<file path="src/rtl/stage_mem_lsu.sv">
// Memory stage load/store unit: request/acknowledge bus master with a registered
// IDLE/BUSY FSM, byte-lane steering, misalignment detection and registered writeback.
module stage_mem_lsu #(
    parameter int XLEN   = 32,
    parameter int ADDR_W = 32
) (
    input  logic              clk,
    input  logic              rst,
    input  logic              valid_i,
    input  logic              flush_i,
    input  logic [4:0]        reg_waddr_i,
    input  logic              we_i,
    input  logic [XLEN-1:0]   reg_wdata_i,
    input  logic [ADDR_W-1:0] mem_addr_i,
    input  logic              mem_rd_i,
    input  logic              mem_wr_i,
    input  logic [1:0]        mem_size_i,
    input  logic              mem_unsigned_i,
    input  logic [XLEN-1:0]   rt_data,
    output logic              mem_req_o,
    output logic              mem_we_o,
    output logic [ADDR_W-1:0] mem_addr_o,
    output logic [XLEN/8-1:0] mem_sel_o,
    output logic [XLEN-1:0]   mem_wdata_o,
    input  logic              mem_ack_i,
    input  logic [XLEN-1:0]   mem_rdata_i,
    output logic              valid_o,
    output logic [4:0]        reg_waddr_o,
    output logic              we_o,
    output logic [XLEN-1:0]   reg_wdata_o,
    output logic              misalign_o,
    output logic              stallreq
);

    localparam int NB  = XLEN / 8;
    localparam int OFS = $clog2(NB);

    typedef enum logic [0:0] {
        IDLE = 1'b0,
        BUSY = 1'b1
    } state_t;

    state_t              state_q;
    logic                mem_req_q;
    logic                mem_we_q;
    logic [ADDR_W-1:0]   mem_addr_q;
    logic [NB-1:0]       mem_sel_q;
    logic [XLEN-1:0]     mem_wdata_q;
    logic                valid_q;
    logic [4:0]          reg_waddr_q;
    logic                we_q;
    logic [XLEN-1:0]     reg_wdata_q;
    logic                misalign_q;
    logic                cap_rd_q;
    logic                cap_we_q;
    logic                cap_uns_q;
    logic [1:0]          cap_size_q;
    logic [OFS-1:0]      cap_off_q;
    logic [4:0]          cap_waddr_q;
    logic                drop_q;

    logic [OFS-1:0]      off_s;
    logic                mem_op_s;
    logic                mis_s;
    logic                accept_s;
    logic                start_s;

    function automatic logic is_misaligned(input logic [1:0] size, input logic [2:0] a);
        logic r;
        case (size)
            2'd0:    r = 1'b0;
            2'd1:    r = a[0];
            2'd2:    r = |a[1:0];
            2'd3:    r = (XLEN == 32) || (|a);
            default: r = 1'b1;
        endcase
        return r;
    endfunction

    function automatic logic [NB-1:0] lane_sel(input logic [1:0] size, input logic [OFS-1:0] off);
        logic [NB-1:0] r;
        case (size)
            2'd0:    r = NB'(1'b1) << off;
            2'd1:    r = NB'(2'b11) << off;
            2'd2:    r = NB'(4'hF) << off;
            default: r = {NB{1'b1}};
        endcase
        return r;
    endfunction

    function automatic logic [XLEN-1:0] lane_wdata(input logic [1:0] size, input logic [XLEN-1:0] rt);
        logic [XLEN-1:0] r;
        case (size)
            2'd0:    r = {NB{rt[7:0]}};
            2'd1:    r = {(NB/2){rt[15:0]}};
            2'd2:    r = {(NB/4){rt[31:0]}};
            default: r = rt;
        endcase
        return r;
    endfunction

    // Lane data is shifted down to bit 0 first, then sign- or zero-extended by size.
    function automatic logic [XLEN-1:0] load_ext(input logic [1:0] size, input logic uns,
                                                 input logic [OFS-1:0] off,
                                                 input logic [XLEN-1:0] rdata);
        logic [XLEN-1:0] sh;
        logic [XLEN-1:0] r;
        sh = rdata >> {off, 3'b000};
        case (size)
            2'd0: begin
                if (uns) r = XLEN'(sh[7:0]);
                else     r = XLEN'($signed(sh[7:0]));
            end
            2'd1: begin
                if (uns) r = XLEN'(sh[15:0]);
                else     r = XLEN'($signed(sh[15:0]));
            end
            2'd2: begin
                if (uns) r = XLEN'(sh[31:0]);
                else     r = XLEN'($signed(sh[31:0]));
            end
            default: r = sh;
        endcase
        return r;
    endfunction

    // Decode of the incoming instruction while the unit is idle.
    always_comb begin
        off_s    = mem_addr_i[OFS-1:0];
        mem_op_s = mem_rd_i | mem_wr_i;
        mis_s    = is_misaligned(mem_size_i, mem_addr_i[2:0]);
        accept_s = (state_q == IDLE) && valid_i && !flush_i;
        start_s  = accept_s && mem_op_s && !mis_s;
    end

    // Stall covers the accept cycle and every BUSY cycle up to, not including, the ack.
    always_comb begin
        if (state_q == BUSY) begin
            stallreq = !mem_ack_i;
        end else begin
            stallreq = start_s;
        end
    end

    // FSM, bus request registers and writeback registers.
    always_ff @(posedge clk or posedge rst) begin
        if (rst) begin
            state_q     <= IDLE;
            mem_req_q   <= 1'b0;
            mem_we_q    <= 1'b0;
            mem_addr_q  <= '0;
            mem_sel_q   <= '0;
            mem_wdata_q <= '0;
            valid_q     <= 1'b0;
            reg_waddr_q <= 5'd0;
            we_q        <= 1'b0;
            reg_wdata_q <= '0;
            misalign_q  <= 1'b0;
            cap_rd_q    <= 1'b0;
            cap_we_q    <= 1'b0;
            cap_uns_q   <= 1'b0;
            cap_size_q  <= 2'd0;
            cap_off_q   <= '0;
            cap_waddr_q <= 5'd0;
            drop_q      <= 1'b0;
        end else begin
            case (state_q)
                IDLE: begin
                    valid_q    <= 1'b0;
                    we_q       <= 1'b0;
                    misalign_q <= 1'b0;
                    mem_req_q  <= 1'b0;
                    mem_we_q   <= 1'b0;
                    if (accept_s && !mem_op_s) begin
                        valid_q     <= 1'b1;
                        we_q        <= we_i;
                        reg_waddr_q <= reg_waddr_i;
                        reg_wdata_q <= reg_wdata_i;
                    end else if (accept_s && mis_s) begin
                        valid_q     <= 1'b1;
                        misalign_q  <= 1'b1;
                        reg_waddr_q <= reg_waddr_i;
                        reg_wdata_q <= '0;
                    end else if (start_s) begin
                        state_q     <= BUSY;
                        mem_req_q   <= 1'b1;
                        mem_we_q    <= mem_wr_i;
                        mem_addr_q  <= mem_addr_i & ~ADDR_W'(NB - 1);
                        mem_sel_q   <= lane_sel(mem_size_i, off_s);
                        mem_wdata_q <= lane_wdata(mem_size_i, rt_data);
                        cap_rd_q    <= mem_rd_i;
                        cap_we_q    <= we_i;
                        cap_uns_q   <= mem_unsigned_i;
                        cap_size_q  <= mem_size_i;
                        cap_off_q   <= off_s;
                        cap_waddr_q <= reg_waddr_i;
                        drop_q      <= 1'b0;
                    end
                end
                BUSY: begin
                    if (flush_i) drop_q <= 1'b1;
                    // The bus cycle cannot be cancelled; a flush only suppresses the writeback.
                    if (mem_ack_i) begin
                        state_q     <= IDLE;
                        mem_req_q   <= 1'b0;
                        mem_we_q    <= 1'b0;
                        mem_sel_q   <= '0;
                        valid_q     <= 1'b1;
                        reg_waddr_q <= cap_waddr_q;
                        if (cap_rd_q && !drop_q && !flush_i) begin
                            we_q        <= cap_we_q;
                            reg_wdata_q <= load_ext(cap_size_q, cap_uns_q, cap_off_q, mem_rdata_i);
                        end else begin
                            we_q        <= 1'b0;
                            reg_wdata_q <= '0;
                        end
                    end
                end
                default: state_q <= IDLE;
            endcase
        end
    end

    assign mem_req_o   = mem_req_q;
    assign mem_we_o    = mem_we_q;
    assign mem_addr_o  = mem_addr_q;
    assign mem_sel_o   = mem_sel_q;
    assign mem_wdata_o = mem_wdata_q;
    assign valid_o     = valid_q;
    assign reg_waddr_o = reg_waddr_q;
    assign we_o        = we_q;
    assign reg_wdata_o = reg_wdata_q;
    assign misalign_o  = misalign_q;

endmodule

</file>
<file path="config.mk">
export PLATFORM = sky130hd
export DESIGN_NAME = stage_mem_lsu
export DESIGN_NICKNAME = d
export VERILOG_FILES = /design/src/rtl/stage_mem_lsu.sv
export SDC_FILE = /design/constraint.sdc
export NUM_CORES = 1
export LEC_CHECK = 0
export BUFFER_PORTS_ARGS = -buffer_cell sky130_fd_sc_hd__buf_2
export CORE_UTILIZATION = 45
export CTS_BUF_LIST = sky130_fd_sc_hd__clkbuf_2 sky130_fd_sc_hd__clkbuf_4 sky130_fd_sc_hd__clkbuf_8
export DETAILED_ROUTE_END_ITERATION = 10
export MAX_ROUTING_LAYER = met4
export PLACE_DENSITY = 0.78
export SYNTH_ARGS = -nofsm -noshare
export SYNTH_HDL_FRONTEND = slang
export SYNTH_SLANG_ARGS = --single-unit
</file>
<file path="constraint.sdc">
create_clock -name clk -period 3.75 [get_ports clk]
set_clock_uncertainty 0.1 [all_clocks]
set_input_delay 0.375 -clock clk [delete_from_list [all_inputs] [get_ports clk]]
set_output_delay 0.375 -clock clk [all_outputs]
set_load 0.03 [all_outputs]
</file>
# Yosys cells after proc, flatten, opt, wreduce, memory -nomap -nowiden
# Cells that the tools add are included.
[classes]
n_eq_ne = 10
shift = 4
mux = 46
bitwise_logic = 4
reduce_logical = 20
[ops]
columns = ["op", "n"]
rows = [
  ["$mux 32", 6],
  ["$pmux 32 s2", 3],
  ["$shr 32x5->32", 1],
  ["$mux 1", 20],
  ["$mux 4", 4],
  ["$mux 5", 3],
  ["$pmux 1 s2", 6],
  ["$pmux 4 s3", 1],
  ["$reduce_and 4->1", 3],
  ["$ne 2x2->1 const B", 5],
  ["$pmux 5 s2", 1],
  ["$logic_and 1x1->1", 8],
  ["$pmux 4 s2", 1],
  ["$logic_not 1->1", 5],
  ["$eq 2x1->1 const B", 2],
  ["$eq 2x2->1 const B", 2],
  ["$logic_not 2->1", 2],
  ["$pmux 1 s4", 1],
  ["$shl 1x2->4 const A", 1],
  ["$shl 2x2->4 const A", 1],
  ["$shl 4x2->4 const A", 1],
  ["$ne 3x1->1 const B", 1],
  ["$not 1->1", 3],
  ["$reduce_and 2->1", 1],
  ["2 further kinds", 2],
]
[word_totals]
reg_bits = 122
inputBits = 144
output_inout_bits = 111
wordCells = 102

# Logic depth before layout (Yosys ltp)
# Gate-level depths: netlist of run 1.
[logic_depth]
depth_word = 9
mapped_depth = 9
depth_no_buf = 6

# Worst setup path after synthesis of run 1
# OpenSTA, ideal clock, no wires.
[synth_path]
path_kind = "input -> output"
from = "input mem_size_i[0]"
to = "output stallreq"
t_arrival_ns = 1.777
required_ns = 3.275
slack_ns = 1.498
stages = 7
path_buffers = 2
cell_sequence = "ha_1 -> a21oi_1 -> a21oi_1 -> nor3_2 -> buf_2 -> buf_2 -> or2_2"
[synth_via]
elab_chain_cells = 5
word_cells_on_any_way = 8
cone_classes = "eq/ne (3); mux (2); reduce/logical (3)"
[synth_lines]
columns = ["item", "line", "rtl"]
rows = [
  ["start: declaration", "17", "input logic [1:0] mem_size_i,"],
  ["$eq 2x2->1, or another cell as far along", "70", "case (size)"],
  ["$pmux 1 s4 (*)", "70", ""],
  ["$logic_not 1->1 (*)", "133", "start_s = accept_s && mem_op_s && !mis_s;"],
  ["$logic_and 1x1->1 (*)", "133", ""],
  ["$mux 1 (*)", "138", "if (state_q == BUSY) begin"],
  ["end: declaration", "32", "output logic stallreq"],
]
# Mark *: on every way between the ends. The rest lies on a longest branch, timed or not.

# Final worst setup path of run 1
[layout_path]
from = "input mem_size_i[1]"
to = "output stallreq"
# Same word-level chain as after synthesis.

==> results of run 1 <==
==> metrics by stage <==
| stage | cell area [um2] | hold WS, ps | setup WS, ps | util [%] |
|---|---|---|---|---|
| CTS | 7970 | 21.0 | 1080 | 59.7 |
| floorplan | 6200 | 358 | 32.5 | - |
| detailed placement | 7550 | 367 | 1030 | 56.6 |
| finish | 7970 | 13.4 | 1090 | 59.7 |
| global placement | 7550 | 355 | 1110 | 56.6 |
| global route | 7970 | 33.6 | 982 | 59.7 |
==> synthesized netlist by cell type (3+ instances only) <==
library cell  number  share of area, %
nor2b_1            3              0.30
mux2i_1           22               3.6
o311ai_0           3              0.42
ha_1               4              0.81
a31oi_1           15               1.5
buf_1              5              0.30
nand3b_1           8              0.97
inv_1              8              0.48
a21oi_1           55               4.4
a32oi_1            7              0.99
a22o_1             3              0.42
nor2_1            10              0.61
mux4_2             8               2.9
nand2_1           44               2.7
buf_2             22               1.8
mux2_2            55                10
nor3_1            37               3.0
dfrtp_1          122                49
a22oi_1           25               3.0
buf_4              8              0.97
clkbuf_1          13              0.79
or2_2              4              0.40
o211ai_1           9               1.1
a31oi_4           10               3.4
o21ai_0            8              0.65
nand3_1            4              0.32
a41oi_1            8               1.1
==> cells by family (layout without fill, tap and decap cells) <==
group / Yosys count / after routing / share of synthesized area, %
AOI/OAI and AO/OA: 152 / 152 / 18.4
adders and majority gates: 4 / 4 / 0.808
buffers and inverters: 59 / 304 / 5.01
DFF: 122 / 122 / 49.3
muxes: 86 / 86 / 16.6
other: 1 / 2 / 0.0605
and+or+nand+nor: 122 / 122 / 9.83
==> path summary, 6_finish.rpt <==
kind	end	cells past startpoint	startpoint	slack, ps
setup reg to reg	reg_wdata_o[26]$_DFFE_PP0P_	4	state_q$_DFF_PP0_	1180
hold reg to reg	mem_req_o$_DFFE_PP0P_	2	mem_req_o$_DFFE_PP0P_	380
setup / recovery	stallreq	8	mem_size_i[1]	1090
min in group clk	mem_addr_o[21]$_DFFE_PP0P_	2	mem_addr_i[21]	60
hold / removal	mem_addr_o[6]$_DFFE_PP0P_	2	rst	10
max in group asynchronous	drop_q$_DFFE_PP0P_	3	rst	2730
==> sequential cells by signal, indices dropped and copies added (netlist names), 2 cells and up <==
name,cells
cap_off_q,2
mem_wdata_o,32
reg_wdata_o,32
mem_sel_o,4
cap_waddr_q,5
mem_addr_o,30
cap_size_q,2
reg_waddr_o,5
==> per-layer routing <==
| metal | vias to the layer above | wire length (um) | track usage, % |
|---|---|---|---|
| met5 | - | 0 | - |
| met2 | 280 | 8420 | 41.1 |
| met3 | 41 | 1400 | 6.37 |
| met1 | 2628 | 7500 | 33.7 |
| met4 | 0 | 437 | 8.91 |
| li1 | 2501 | - | - |
==> worst max-delay path, delay by kind of cell <==
kind | cells | cell delay, ps
fa+ha+maj | 1 | 410
compound gates | 2 | 600
simple gates | 2 | 420
buf+inv | 3 | 390
==> final cells by class <==
class / count / area [um2]
clock buffers: 20 / 275
clock inverters: 11 / 145
fillers: 1177 / 5380
inverters: 8 / 32.5
multi-input cells: 366 / 2860
flip-flops and latches: 122 / 3050
well taps: 176 / 220
repair buffers: 265 / 1380
==> power by group through the flow <==
stage          clock (W)  sequential (W)  combinational [W]
3_3_place_gp           0         0.00192            0.00204
5_1_grt          0.00133         0.00196            0.00220
4_1_cts          0.00127         0.00191            0.00208
3_5_place_dp           0         0.00193            0.00208
2_1_floorplan          0         0.00258           0.000789
6_report         0.00124         0.00191            0.00207
==> results.yml, run 1 <==
clock_tree:
  postCtsSetupBuffers: 0
  cts_buffers: 17
  h-tree-depth: 4
  cts.sinks: 122
  hold_buffers: 0
  clockBufferDepth: 2
  cts_tree: "done"
  ctsResizeCount: 0
  clk_pin_slew_ps: 70
  worstSkewPairLatency_ps: 440
  cts-root-buf: "clkbuf_8"
sta:
  slew_viol_final: 0
  min_period_ps: 2660
  max_freq_mhz: 376
  tns_ps: 0
  relSlewSlack_pct: 28.2
  final-setup-viol-count: 0
  fin_crit_sh_pct: 70.9
  hold_viol: 0
  worstMarginPinSlew_ps: 1080
  rsz0062_at_grt: "no"
detailed_routing:
  wl_per_cell_um: 18.3
  drt-initial-drc-count: 376
  drt-pass1-iter-count: 5
  vias: 5450
  detail-route-antenna-nets: 0
  viasPerCell: 5.63
  route.final.wire_length_mm: 17.8
  drc: 0
synth:
  synth-edff-count: 0
  synth_area_per_cell_um2: 11.3
  synth.distinct_cells: 49
  yosysSeqAreaShare_pct: 49.3
  yosysWarnings: 0
  ys.flop_type: "dfrtp_1"
  netlist_area_um2: 6200
  synth_cells: 546
  ys_ff_latch: 122
  synth-async-reset-ratio_pct: 100
cells_and_area:
  syn_to_final_growth_pct: 28.6
  drive_above_1_share_pct: 48.4
  stdcell_count: 968
  final_common_cell: "buf_2"
  layout_common_cells: "buf_2 (252), dfrtp_1 (122), a21oi_1 (55), mux2_2 (55), nand2_1 (44)"
  nets: 928
  insertedDiodeCount: 0
power_and_ir_drop:
  irDropWorstVdd_mv: 0.347
  power.clock.fraction_pct: 23.8
  power_density_nw_per_um2: 656
  intPower_w: 0.00314
  combPwrFrac_pct: 39.6
  seqPwrFrac_pct: 36.6
  switching_share_pct: 40.0
  leakagePower_nw: 3.64
  switchingPower_w: 0.00209
  power_w: 0.00523
global_route:
  track_usage_pct: 26.3
  grt_pass1_wl_mm: 27.9
  grt_pass1_vias: 5407
  grt-ovfl-total: 0
  antenna_found_initial: 0
  grt_max_degree: 66
setup_path:
  critPathLaunchType: "primary input"
  slowest_stage: "ha_1"
  cpPeakStageDelay_ps: 410
  worstSetupPathType: "primary input to output port"
  required_ps: 3270
  path_cells: "buf_2, inv_1, ha_1, a21oi_1, a21oi_1, nor3_4, or2_2, buf_2"
  path_max_fanout: 11
  crit_path_end_kind: "output port"
  worstPathArrival_ps: 2190
placed_design:
  hpwl_mm: 12.5
  gp_congestion: 0.875
  dp_cells: 937
  io_buffers: 252
floorplanning:
  coreArea_um2: 13300
  dieArea_um2: 14200
  die_y_um: 119
  die_x_um: 119
  rows: 42
  start_util_pct: 46.4
  ioPinCount: 255
job:
  drv_cap: 0
status:
  status: "finished, final reports clean"
hold_path:
  hp-class: "primary input to asynchronous set/reset pin"
Note: power is estimated with default switching activity, not from simulation.
==> run 2: changes to the inputs <==
Clock period 3.75 ns to 2.3 ns, I/O delays scaled along.
==> results.yml, run 2 (synthesis gave the netlist of run 1 again) <==
clock_tree:
  cts-root-buf: "clkbuf_8"
  cts_buffers: 17
  h-tree-depth: 4
  clk_pin_slew_ps: 70
  clockBufferDepth: 2
  cts.sinks: 122
  worstSkewPairLatency_ps: 450
  cts_tree: "done"
cells_and_area:
  seqCellArea_um2: 3050
  multi_input_area_um2: 2860
  stdcell_count: 1077
  fillers: 977
  syn_to_final_growth_pct: 48.0
  layout_common_cells: "buf_2 (251), dfrtp_1 (122), dlygate4sd3_1 (90), a21oi_1 (55), mux2_2 (55)"
  post-route-util_pct: 68.7
  nets: 1035
  fin_area_um2: 9170
  drive_above_1_share_pct: 44.7
  final_common_cell: "buf_2"
power_and_ir_drop:
  power_w: 0.00895
  leakagePower_nw: 4.16
  irDropWorstVdd_mv: 0.658
  power_density_nw_per_um2: 976
status:
  status: "finished, final reports clean"
sta:
  hold_viol: 0
  worstMarginPinSlew_ps: 692
  rsz0062_at_grt: "no"
  tns_ps: 0
  final-setup-viol-count: 0
  slew_viol_final: 0
  min_period_ps: 2240
  max_freq_mhz: 447
  relSlewSlack_pct: 53.8
  fin_crit_sh_pct: 97.2
setup_path:
  crit_path_end_kind: "output port"
  critPathLaunchType: "primary input"
  r2r_setup_slack_ps: 250
  required_ps: 1970
  path_max_fanout: 5
  worstSetupPathType: "primary input to output port"
  worstPathArrival_ps: 1910
detailed_routing:
  vias: 6044
  route.final.wire_length_mm: 19.7
  drc: 0
  drt-initial-drc-count: 372
  detail-route-antenna-nets: 0
  viasPerCell: 5.61
  drt-pass1-iter-count: 8
  wl_per_cell_um: 18.3
placed_design:
  dp_cells: 953
  gp_congestion: 0.853
  io_buffers: 252
  postPlaceCellArea_um2: 7780
  hpwl_mm: 12.8
global_route:
  top_usage_layer: "met2"
  antenna_found_initial: 1
  met2_usage_pct: 46.9
  track_usage_pct: 29.3
  grt_max_degree: 39
  grt_use_met3_pct: 7.81
  grt_pass1_wl_mm: 31.1
  grt_pass1_vias: 6048
  grt-ovfl-total: 0
  grtUsageMet1_pct: 35.4
floorplanning:
  die_x_um: 119
  ioPinCount: 255
  die_y_um: 119
  rows: 42
  coreArea_um2: 13300
  dieArea_um2: 14200
  start_util_pct: 46.4
job:
  drv_cap: 0
hold_path:
  hp-class: "primary input to flip-flop"
## run 2: cell types whose count changed in the layout (fill, tap and decap cells not counted), sizes merged
cell         delta
clkinvlp        +1
buf            +16
clkbuf          -1
inv             -1
diode           +1
dlygate4sd3    +90
bufinv          +2
clkinv          +1
## run 2: cell type report
| cell class | instances | area share [%] |
|---|---|---|
| flip-flops and latches | 122 | 33.3 |
| inverters | 8 | 0.369 |
| well taps | 176 | 2.40 |
| clock buffers | 18 | 2.70 |
| multi-input cells | 366 | 31.2 |
| diodes | 1 | 0.0273 |
| repair buffers | 372 | 27.6 |
| clock inverters | 14 | 2.42 |
## run 2: timing repair
item / CTS / global route
endpoints found under the setup margin: 1 / 1
pin swaps: 1 / 0
endpoints found under the hold margin: 120 / 0
hold buffers: 90 / 0
buffers inserted: 1 / 0
resized for setup: 1 / 1
## run 2: metal layers
metal	vias to the layer above	wire length [um]
li1	2716	-
met1	2882	7710
met2	392	9690
met3	54	1740
met4	0	600
met5	-	0
## run 2: path summary, 6_finish.rpt
kind / from / to / cells after the start
worst max-delay path: flush_i / stallreq / 6
worst min-delay path: reg_wdata_i[15] / reg_wdata_o[15]$_DFFE_PP0P_ / 4
worst max register to register: state_q$_DFF_PP0_ / reg_wdata_o[29]$_DFFE_PP0P_ / 6
worst min register to register: mem_req_o$_DFFE_PP0P_ / mem_req_o$_DFFE_PP0P_ / 2
max in group asynchronous: rst / cap_waddr_q[1]$_DFFE_PP0P_ / 4
min in group asynchronous: rst / mem_addr_o[15]$_DFFE_PP0P_ / 3
## run 2: report_power, final
part | switching [W] | internal, W | leakage [nW] | total, W
Combinational | 0.00222 | 0.00136 | 2.49 | 0.00358
Sequential | 0.000363 | 0.00276 | 1.44 | 0.00312
Clock | 0.000928 | 0.00132 | 0.225 | 0.00225
## run 2: metrics by stage
stage,hold WS (ps),setup WS [ps]
floorplan,269,328
global placement,272,173
detailed placement,272,124
CTS,5.67,35.9
global route,26.9,5.69
finish,37.4,64.8
## run 2: worst max-delay path, stage by stage
cell	delay [ps]
dlygate4sd3_1	540
buf_2	160
or3b_4	440
nor3_4	220
or2_2	140
clkbuf_4	170
==> run 3: changes to the inputs <==
Settings changed: CORE_UTILIZATION 45 to 25, HOLD_SLACK_MARGIN set to 0.08, PLACE_DENSITY 0.78 to not set.
==> results.yml, run 3 (synthesis gave the netlist of run 1 again) <==
setup_path:
  crit_path_end_kind: "output port"
  required_ps: 1970
  critPathLaunchType: "flip-flop"
  path_max_fanout: 5
  worstSetupPathType: "flip-flop to output port"
  r2r_setup_slack_ps: 170
  worstPathArrival_ps: 1880
clock_tree:
  cts_buffers: 17
  cts_tree: "done"
  h-tree-depth: 4
  cts.sinks: 122
  cts-root-buf: "clkbuf_8"
  worstSkewPairLatency_ps: 430
  clk_pin_slew_ps: 80
  clockBufferDepth: 2
global_route:
  grt-ovfl-total: 0
  grt_max_degree: 81
  grt_pass1_vias: 6158
  track_usage_pct: 17.8
  antenna_found_initial: 3
  grt_pass1_wl_mm: 34.1
power_and_ir_drop:
  seqPwrFrac_pct: 35.7
  switchingPower_w: 0.00362
  irDropWorstVdd_mv: 0.426
  intPower_w: 0.00515
  switching_share_pct: 41.3
  combPwrFrac_pct: 41.9
  leakagePower_nw: 4.24
  power_density_nw_per_um2: 921
  power.clock.fraction_pct: 22.4
cells_and_area:
  drive_above_1_share_pct: 43.3
  syn_to_final_growth_pct: 53.8
  final_common_cell: "buf_2"
  nets: 1066
  fillers: 2393
  layout_common_cells: "buf_2 (252), dfrtp_1 (122), dlygate4sd3_1 (120), a21oi_1 (55), mux2_2 (55)"
sta:
  min_period_ps: 2210
  layout_setup_ws_ps: 86.6
  max_freq_mhz: 452
  slew_viol_final: 0
  hold_viol: 0
  relSlewSlack_pct: 60.9
  fin_crit_sh_pct: 96.2
  worstMarginPinSlew_ps: 586
  rsz0062_at_grt: "no"
  final-setup-viol-count: 0
  tns_ps: 0
placed_design:
  hpwl_mm: 15.2
  gp_congestion: 0.802
  dpl_worst_slack_ps: 66.2
  io_buffers: 252
hold_path:
  hp-class: "primary input to flip-flop"
job:
  drv_cap: 0
detailed_routing:
  drt-pass1-iter-count: 4
  drt-initial-drc-count: 380
  viasPerCell: 4.76
  detail-route-antenna-nets: 0
  vias: 5982
  route.final.wire_length_mm: 22.1
  drc: 0
  wl_per_cell_um: 17.6
floorplanning:
  die_y_um: 159
  start_util_pct: 25.5
  dieArea_um2: 25400
  ioPinCount: 255
  coreArea_um2: 24300
  die_x_um: 159
  rows: 57
status:
  status: "finished, final reports clean"
-- run 3: layer usage --
metal | track usage [%] | routed length [um] | part of all wire, %
met5 | - | 0 | 0
met1 | 21.0 | 9270 | 42
met2 | 29.8 | 11100 | 50
met4 | 5.90 | 529 | 2.4
met3 | 4.19 | 1240 | 5.6
-- run 3: metrics by stage --
stage	hold slack, ps	util (%)	power, W	instances	instance area [um2]
finish	117	39.2	0.00878	1258	9530
global route	101	39.2	0.00925	1258	9530
CTS	81.3	39.2	0.00885	1255	9520
detailed placement	307	32.6	0.00667	1102	7920
global placement	301	32.6	0.00663	1102	7920
floorplan	269	-	0.00550	547	6200
-- run 3: critical path: stages (launching register included) --
cell and delay [ps]:
dfrtp_1 400, or3b_4 480, nor3_4 250, or2_2 140, buf_2 190
-- run 3: worst paths after layout --
path | startpoint | end | depth (start not counted)
min | reg_wdata_i[23] | reg_wdata_o[23]$_DFFE_PP0P_ | 3
min in group asynchronous | rst | mem_addr_o[28]$_DFFE_PP0P_ | 4
max in group asynchronous | rst | cap_waddr_q[0]$_DFFE_PP0P_ | 4
max | state_q$_DFF_PP0_ | stallreq | 4
max reg2reg | state_q$_DFF_PP0_ | mem_addr_o[25]$_DFFE_PP0P_ | 5
min reg2reg | mem_req_o$_DFFE_PP0P_ | mem_req_o$_DFFE_PP0P_ | 2
-- run 3: repair_timing --
action	4_1_cts	5_1_grt
buffers inserted	1	0
hold buffers	120	0
setup endpoints to repair	1	0
resized for setup	1	0
hold endpoints to repair	236	0
-- run 3: final cells by class --
| cell class | instances | area (um2) | share of cell area [%] |
|---|---|---|---|
| Clock buffer | 19 | 249 | 2.61 |
| Tap cell | 324 | 405 | 4.25 |
| Timing Repair Buffer | 403 | 2770 | 29.1 |
| Inverter | 8 | 33.8 | 0.354 |
| Sequential cell | 122 | 3050 | 32.0 |
| Multi-Input combinational cell | 366 | 2870 | 30.1 |
| Antenna cell | 3 | 7.51 | 0.0788 |
| Clock inverter | 13 | 144 | 1.51 |
-- run 3: power by group through the flow --
stage / combinational, W / clock (W) / sequential [W]
after floorplan: 0.00129 / 0 / 0.00421
final: 0.00368 / 0.00197 / 0.00313
after global routing: 0.00389 / 0.00214 / 0.00321
after global placement: 0.00348 / 0 / 0.00315
after detailed placement: 0.00351 / 0 / 0.00316
after CTS: 0.00368 / 0.00204 / 0.00313
